==> src/rtl/vixen_fpu_pkg.sv <==
// Shared opcodes, divider state encoding and pipe-stage control record for vixen_fpu_simd.
package vixen_fpu_pkg;

  localparam logic [3:0] OP_ADD = 4'b0001;
  localparam logic [3:0] OP_SUB = 4'b0010;
  localparam logic [3:0] OP_MUL = 4'b0011;
  localparam logic [3:0] OP_DIV = 4'b0100;
  localparam logic [3:0] OP_CMP = 4'b0111;

  localparam int ROB_W = 6;
  localparam int TID_W = 2;

  typedef enum logic [1:0] {
    IDLE,
    RUN,
    DONE
  } div_state_t;

  // Lane data lives beside this record; dz is one bit because a pipelined DIV flags every lane.
  typedef struct packed {
    logic             valid;
    logic [ROB_W-1:0] rob_id;
    logic [TID_W-1:0] thread_id;
    logic             dz;
  } fpu_stage_t;

endpackage

==> src/rtl/vixen_fpu_lane_div.sv <==
// One lane of the restoring divider: one quotient bit per step, MSB first.
module vixen_fpu_lane_div
  import vixen_fpu_pkg::*;
#(
  parameter int LANE_W = 32
) (
  input  logic              clk,
  input  logic              load,
  input  logic              step,
  input  logic [LANE_W-1:0] dividend,
  input  logic [LANE_W-1:0] divisor,
  output logic [LANE_W-1:0] quotient,
  output logic              dz
);

  logic [LANE_W-1:0] rem_q;
  logic [LANE_W-1:0] quo_q;
  logic [LANE_W-1:0] dvs_q;
  logic              dz_q;
  logic [LANE_W:0]   rem_sh;
  logic [LANE_W:0]   diff;

  // Shift the next dividend bit into the partial remainder and try the subtraction.
  always_comb begin
    rem_sh = {rem_q, quo_q[LANE_W-1]};
    diff   = rem_sh - {1'b0, dvs_q};
  end

  // A zero divisor never borrows, so its quotient naturally saturates to all-ones.
  always_ff @(posedge clk) begin
    if (load) begin
      rem_q <= '0;
      quo_q <= dividend;
      dvs_q <= divisor;
      dz_q  <= (divisor == '0);
    end else if (step) begin
      if (!diff[LANE_W]) begin
        rem_q <= diff[LANE_W-1:0];
        quo_q <= {quo_q[LANE_W-2:0], 1'b1};
      end else begin
        rem_q <= rem_sh[LANE_W-1:0];
        quo_q <= {quo_q[LANE_W-2:0], 1'b0};
      end
    end
  end

  assign quotient = quo_q;
  assign dz       = dz_q;

endmodule

==> src/rtl/vixen_fpu_simd.sv <==
// Multi-lane SIMD FP execution pipe with in-order completion, backpressure and flush.
// Define VIXEN_FPU_DIV_EN to build the iterative divider; otherwise DIV is a pipelined dz op.
module vixen_fpu_simd
  import vixen_fpu_pkg::*;
#(
  parameter int LANES    = 2,
  parameter int LANE_W   = 32,
  parameter int PIPE_LAT = 2
) (
  input  logic                    clk,
  input  logic                    rst_n,
  input  logic                    flush,
  input  logic                    issue_valid,
  output logic                    issue_ready,
  input  logic [3:0]              issue_op,
  input  logic [LANES*LANE_W-1:0] issue_a,
  input  logic [LANES*LANE_W-1:0] issue_b,
  input  logic [ROB_W-1:0]        issue_rob_id,
  input  logic [TID_W-1:0]        issue_thread_id,
  output logic                    res_valid,
  input  logic                    res_ready,
  output logic [LANES*LANE_W-1:0] result,
  output logic [LANES-1:0]        res_dz,
  output logic [ROB_W-1:0]        rob_id_out,
  output logic [TID_W-1:0]        thread_id_out,
  output logic                    busy
);

  localparam int VEC_W = LANES * LANE_W;

  function automatic logic [LANE_W-1:0] lane_alu(input logic [3:0]        op,
                                                  input logic [LANE_W-1:0] a,
                                                  input logic [LANE_W-1:0] b);
    logic [LANE_W-1:0] r;
    case (op)
      OP_ADD:  r = a + b;
      OP_SUB:  r = a - b;
      OP_MUL:  r = a * b;
      OP_CMP:  r = (a == b) ? '1 : '0;
`ifndef VIXEN_FPU_DIV_EN
      OP_DIV:  r = '1;
`endif
      default: r = a;
    endcase
    return r;
  endfunction

  fpu_stage_t       stage_p [PIPE_LAT];
  logic [VEC_W-1:0] data_p  [PIPE_LAT];
  fpu_stage_t       stage_in;
  logic [VEC_W-1:0] alu_vec;

  logic             run_q;
  logic             stall;
  logic             pipe_empty;
  logic             is_div;
  logic             accept;
  logic             acc_pipe;
  logic             acc_div;
  logic             div_gate;
  logic             div_idle;
  logic             div_done;
  logic [VEC_W-1:0] div_quo;
  logic [LANES-1:0] div_dz;
  logic [ROB_W-1:0] div_rob;
  logic [TID_W-1:0] div_tid;

  assign is_div      = (issue_op == OP_DIV);
  assign stall       = res_valid && !res_ready;
  assign issue_ready = run_q && !flush && !stall && div_gate;
  assign accept      = issue_valid && issue_ready;
  assign acc_pipe    = accept && !acc_div;
  assign busy        = !pipe_empty || !div_idle;

  // Holds issue_ready low until the first edge after reset release.
  always_ff @(posedge clk or negedge rst_n) begin
    if (!rst_n) run_q <= 1'b0;
    else        run_q <= 1'b1;
  end

  always_comb begin
    pipe_empty = 1'b1;
    for (int i = 0; i < PIPE_LAT; i++)
      if (stage_p[i].valid) pipe_empty = 1'b0;
  end

  always_comb begin
    alu_vec = '0;
    for (int l = 0; l < LANES; l++)
      alu_vec[l*LANE_W +: LANE_W] = lane_alu(issue_op, issue_a[l*LANE_W +: LANE_W],
                                             issue_b[l*LANE_W +: LANE_W]);
  end

  always_comb begin
    stage_in.valid     = acc_pipe;
    stage_in.rob_id    = issue_rob_id;
    stage_in.thread_id = issue_thread_id;
    stage_in.dz        = is_div;
  end

  // Stage 0 captures the finished lane arithmetic; later stages only delay it, frozen on stall.
  always_ff @(posedge clk or negedge rst_n) begin
    if (!rst_n) begin
      for (int i = 0; i < PIPE_LAT; i++) stage_p[i] <= '0;
    end else if (flush) begin
      for (int i = 0; i < PIPE_LAT; i++) stage_p[i].valid <= 1'b0;
    end else if (!stall) begin
      stage_p[0] <= stage_in;
      for (int i = 1; i < PIPE_LAT; i++) stage_p[i] <= stage_p[i-1];
    end
  end

  always_ff @(posedge clk) begin
    if (!stall) begin
      data_p[0] <= alu_vec;
      for (int i = 1; i < PIPE_LAT; i++) data_p[i] <= data_p[i-1];
    end
  end

`ifdef VIXEN_FPU_DIV_EN
  localparam int CNT_W = $clog2(LANE_W);

  div_state_t       div_state;
  div_state_t       div_state_nx;
  logic [CNT_W-1:0] div_cnt;
  logic             div_step;
  logic             div_last;

  assign div_idle = (div_state == IDLE);
  assign div_done = (div_state == DONE);
  assign div_step = (div_state == RUN);
  assign div_last = (div_cnt == CNT_W'(LANE_W - 1));
  assign acc_div  = accept && is_div;
  // DIV waits for an empty pipe so its result can never collide with a pipelined one.
  assign div_gate = div_idle && (!is_div || pipe_empty);

  always_comb begin
    div_state_nx = div_state;
    case (div_state)
      IDLE:    if (acc_div)   div_state_nx = RUN;
      RUN:     if (div_last)  div_state_nx = DONE;
      DONE:    if (res_ready) div_state_nx = IDLE;
      default: div_state_nx = IDLE;
    endcase
    if (flush) div_state_nx = IDLE;
  end

  always_ff @(posedge clk or negedge rst_n) begin
    if (!rst_n) begin
      div_state <= IDLE;
      div_cnt   <= '0;
      div_rob   <= '0;
      div_tid   <= '0;
    end else begin
      div_state <= div_state_nx;
      if (acc_div) begin
        div_cnt <= '0;
        div_rob <= issue_rob_id;
        div_tid <= issue_thread_id;
      end else if (div_step) begin
        div_cnt <= div_cnt + CNT_W'(1);
      end
    end
  end

  for (genvar l = 0; l < LANES; l++) begin : g_div
    vixen_fpu_lane_div #(.LANE_W(LANE_W)) u_lane_div (
      .clk      (clk),
      .load     (acc_div),
      .step     (div_step),
      .dividend (issue_a[l*LANE_W +: LANE_W]),
      .divisor  (issue_b[l*LANE_W +: LANE_W]),
      .quotient (div_quo[l*LANE_W +: LANE_W]),
      .dz       (div_dz[l])
    );
  end
`else
  assign div_idle = 1'b1;
  assign div_done = 1'b0;
  assign acc_div  = 1'b0;
  assign div_gate = 1'b1;
  assign div_quo  = '0;
  assign div_dz   = '0;
  assign div_rob  = '0;
  assign div_tid  = '0;
`endif

  // Output select: ordering rules guarantee at most one source is valid at a time.
  always_comb begin
    res_valid     = 1'b0;
    result        = '0;
    res_dz        = '0;
    rob_id_out    = '0;
    thread_id_out = '0;
    if (div_done) begin
      res_valid     = 1'b1;
      result        = div_quo;
      res_dz        = div_dz;
      rob_id_out    = div_rob;
      thread_id_out = div_tid;
    end else if (stage_p[PIPE_LAT-1].valid) begin
      res_valid     = 1'b1;
      result        = data_p[PIPE_LAT-1];
      res_dz        = {LANES{stage_p[PIPE_LAT-1].dz}};
      rob_id_out    = stage_p[PIPE_LAT-1].rob_id;
      thread_id_out = stage_p[PIPE_LAT-1].thread_id;
    end
  end

endmodule

==> config.mk <==
export PLATFORM = sky130hd
export DESIGN_NAME = vixen_fpu_simd
export DESIGN_NICKNAME = d
export VERILOG_FILES = /design/src/rtl/vixen_fpu_pkg.sv /design/src/rtl/vixen_fpu_lane_div.sv /design/src/rtl/vixen_fpu_simd.sv
export SDC_FILE = /design/constraint.sdc
export NUM_CORES = 2
export LEC_CHECK = 0
export ABC_AREA = 1
export CAP_MARGIN = 10
export CORE_AREA = 10 10 337 339
export DETAILED_ROUTE_END_ITERATION = 8
export DIE_AREA = 0 0 347 349
export PLACE_DENSITY_LB_ADDON = 0.15
export SETUP_SLACK_MARGIN = 0.3
export SYNTH_ARGS = -nofsm -noshare
export SYNTH_HDL_FRONTEND = slang
export SYNTH_SLANG_ARGS = --single-unit
==> constraint.sdc <==
create_clock -name clk -period 9.54 [get_ports clk]
set_input_delay 2.862 -clock clk [delete_from_list [all_inputs] [get_ports clk]]
set_output_delay 2.862 -clock clk [all_outputs]
set_load 0.02 [all_outputs]
==> results.md <==
- Total GRT Usage: 0.3035
- DR WL/cell: 21.88 um
- Worst R2R Start: stage_p[9]$_DFFE_PN0P_
- Commonest non-fill, non-tap cells in the layout: inv_1 (1781), nand2_1 (1624), fa_1 (747)
- Status: completed
- Simple logic cell fraction of the synthesized area: 0.1892
- Adder-Cell Fraction of Synth Area: 0.4413
- Slew HR: 0.3526
- Yosys cell types: 70
- Clock tree buffer depth: 2
- # IOs: 222
- Final #Nets: 8602
- Post-DP Area: 55860 um^2
- Clock skew: 0.02759 ns
- Most used cell, CP: fa_1
- Leading cell type in the layout, fill and taps excluded: inv_1
- Hold Path End: data_p[0][119]$_DFFE_PN_
- CTS buffer count: 17
- Hold crit path type: flop to flop
- Final period util: 0.9543
- Critical path arrival: 9.34 ns
- Site Rows: 120
- FMAX: 109.8 MHz
- Antenna Nets Post-Route: 0
- Clock insertion delay at the later pin of the skew report: 0.47 ns
- Clk sinks: 149
- Global-route wire length before repair: 279.5 mm
- Synth Area in Compound Gates: 0.08938
- Via count: 45120
- Largest stage delay on the critical path: 0.61 ns
- Critical path required time: 9.77 ns
- R2r worst-path depth: 6
- ANT cells: 0
- Largest net degree at the start of global routing: 72
- Routability cong.: 0.9918
- Remaining Overflow, GRT: 0
- # fillers: 9978
- Slowest cell on the critical path: fa_1
- Fraction of registers with async set/reset: 0.1409
- Max-cap violations: 0
- Placed cell count: 8476
- Syn Inst Count: 6567
- Clock Pin Slew Worst Setup and Hold Paths: 0.09 ns
- DIE AREA: 121100 um^2
- Worst hold stages: 0
- Post-synth top area share: 0.3442
- Ys flop type: edfxtp_1
- Synth area leader: fa_1
- RSZ-0062 raised after global routing: true
- Post-synth EDFFs: 128
- #FFs+latches synth: 149
- TritonCTS clock tree: built
- Hold Vio Cnt, Final: 0
- Detailed-route DRC error count: 0
- Min Tclk post-route: 9.104 ns
- Post-synthesis cell area: 47690 um^2
- CORE AREA: 106600 um^2
- Yosys warns: 0
- CP startpoint kind: input port
- Setup TNS: 0 ns
- Post-synthesis sequential area ratio: 0.09161
- Design area: 60340 um^2
- Largest family of logic cells by synthesized area: adder cells
- Post-synthesis mux area share: 0.002125
- Crit. End Element: flop
- Share of layout cells above drive strength 1: 0.1743
- Pre-antenna DRT Iters: 8
- Initial Util: 0.4474
- CTS H-tree lvls: 4
- Top post-synthesis cells by area: fa_1 (34%), inv_1 (15%), nand2_1 (13%)
- Tightest Pin Transition: 0.9696 ns
- Area share of xor/xnor cells in the synthesized design: 0.01188
- Initial antenna violation count: 17
- Die height: 349 um
- Hold Startpoint: data_p[0][55]$_DFFE_PN_
- Vias in the first global route: 44780
- FF-to-FF End: stage_p[5]$_DFFE_PN0P_
- DIE WIDTH: 347 um
- Syn Nets: 7902
- Largest fanout on the critical path: 5
- Reg2reg setup slack: 6.40 ns
- CTS Root Cell: clkbuf_16
- Layout Cells excl Fill: 8683
- Detailed placement HPWL: 148.6 mm
- Layout area overhead: 26.52%
- Vias per inst: 5.196
- WL final: 190.0 mm
- Mean post-synth cell area: 7.262 um^2
- Number of setup violations in the final report: 0
- Critical path type: input port to flop
- Initial DRC count: 4721
- Pins Over Slew Limit: 0
- PortBufs: 221
==> synthesized netlist by cell type (all sizes together) (14+ instances only) <==
master,number
or2,21
fa,820
o21ai,271
nand2,1678
o21bai,27
inv,1876
a21o,21
nand4,29
xnor2,21
nor3,34
buf,123
a41oi,18
a21oi,320
edfxtp,128
a31oi,15
nor2,249
nand3,202
xor2,42
clkbuf,171
dfrtp,21
ha,370
nor4,14
==> worst max-delay path, delay by kind of cell <==
family,cells,cell delay (ns)
adder cells (fa/ha/maj),9,4.35
buffers and inverters,8,0.85
AND/OR/NAND/NOR,7,0.72
AO/OA/AOI/OAI,3,0.54
==> through the flow <==
stage               setup WS, ns  hold slack (ns)  utilization
floorplan                 0.3031           0.4003            -
global placement         -0.9228           0.4020       0.5240
finish                    0.4362           0.3940       0.5660
detailed placement       -0.8777           0.4045       0.5240
CTS                       0.2611           0.4021       0.5449
global route              0.2506           0.4169       0.5660
==> worst max path at each step <==
stage                 from                      end  slack [ns]  cells after the start
6_report       issue_b[36]  data_p[0][63]$_DFFE_PN_        0.44                     27
5_1_grt        issue_b[36]  data_p[0][61]$_DFFE_PN_        0.25                     26
4_1_cts        issue_a[51]  data_p[0][58]$_DFFE_PN_        0.26                     26
3_5_place_dp   issue_a[44]  data_p[0][58]$_DFFE_PN_       -0.88                     25
3_3_place_gp   issue_a[44]  data_p[0][63]$_DFFE_PN_       -0.92                     25
2_1_floorplan  issue_a[44]  data_p[0][62]$_DFFE_PN_        0.30                     28
==> logic make-up (layout without fill, tap and decap cells) <==
| kind of cell | count (synthesis) | count (layout) |
|---|---|---|
| adder cells (fa/ha/maj) | 1190 | 1190 |
| AND/OR/NAND/NOR | 2245 | 2245 |
| other | 1 | 1 |
| flip-flops | 149 | 149 |
| buffers and inverters | 2177 | 2890 |
| AO/OA/AOI/OAI | 733 | 733 |
| multiplexers | 9 | 9 |
| XOR/XNOR | 63 | 63 |
==> cell type report <==
cell class / count / area [um^2] / area share
timing repair buffer: 975 / 10100 / 0.1674
sequential: 149 / 4370 / 0.07243
clock inverter: 15 / 171.4 / 0.002841
tap: 1403 / 1755 / 0.02909
inverter: 1883 / 7076 / 0.1173
multi-input combinational: 4241 / 36440 / 0.6039
clock buffer: 17 / 425.4 / 0.007050
==> metal layers <==
metal / global-route usage / part of all wire
met1: 0.4600 / 0.46
met2: 0.4422 / 0.41
met3: 0.06182 / 0.11
met4: 0.06116 / 0.023
met5: 0 / 0.00072
==> flip-flops by register name, indices dropped and copies added, names as in the netlist <==
| name | flops |
|---|---|
| data_p | 128 |
| run_q | 1 |
| stage_p | 20 |
==> what timing repair did <==
item / CTS / global route
cloned: 20 / 17
buffers inserted: 51 / 87
hold buffers: 0 / 0
pin swaps: 64 / 330
resized for setup: 205 / 545
endpoints found under the setup margin: 27 / 32
endpoints found under the hold margin: 0 / 0
Power is not shown: default switching activity piles up to over one toggle a cycle in this logic, so the estimate is an artifact.
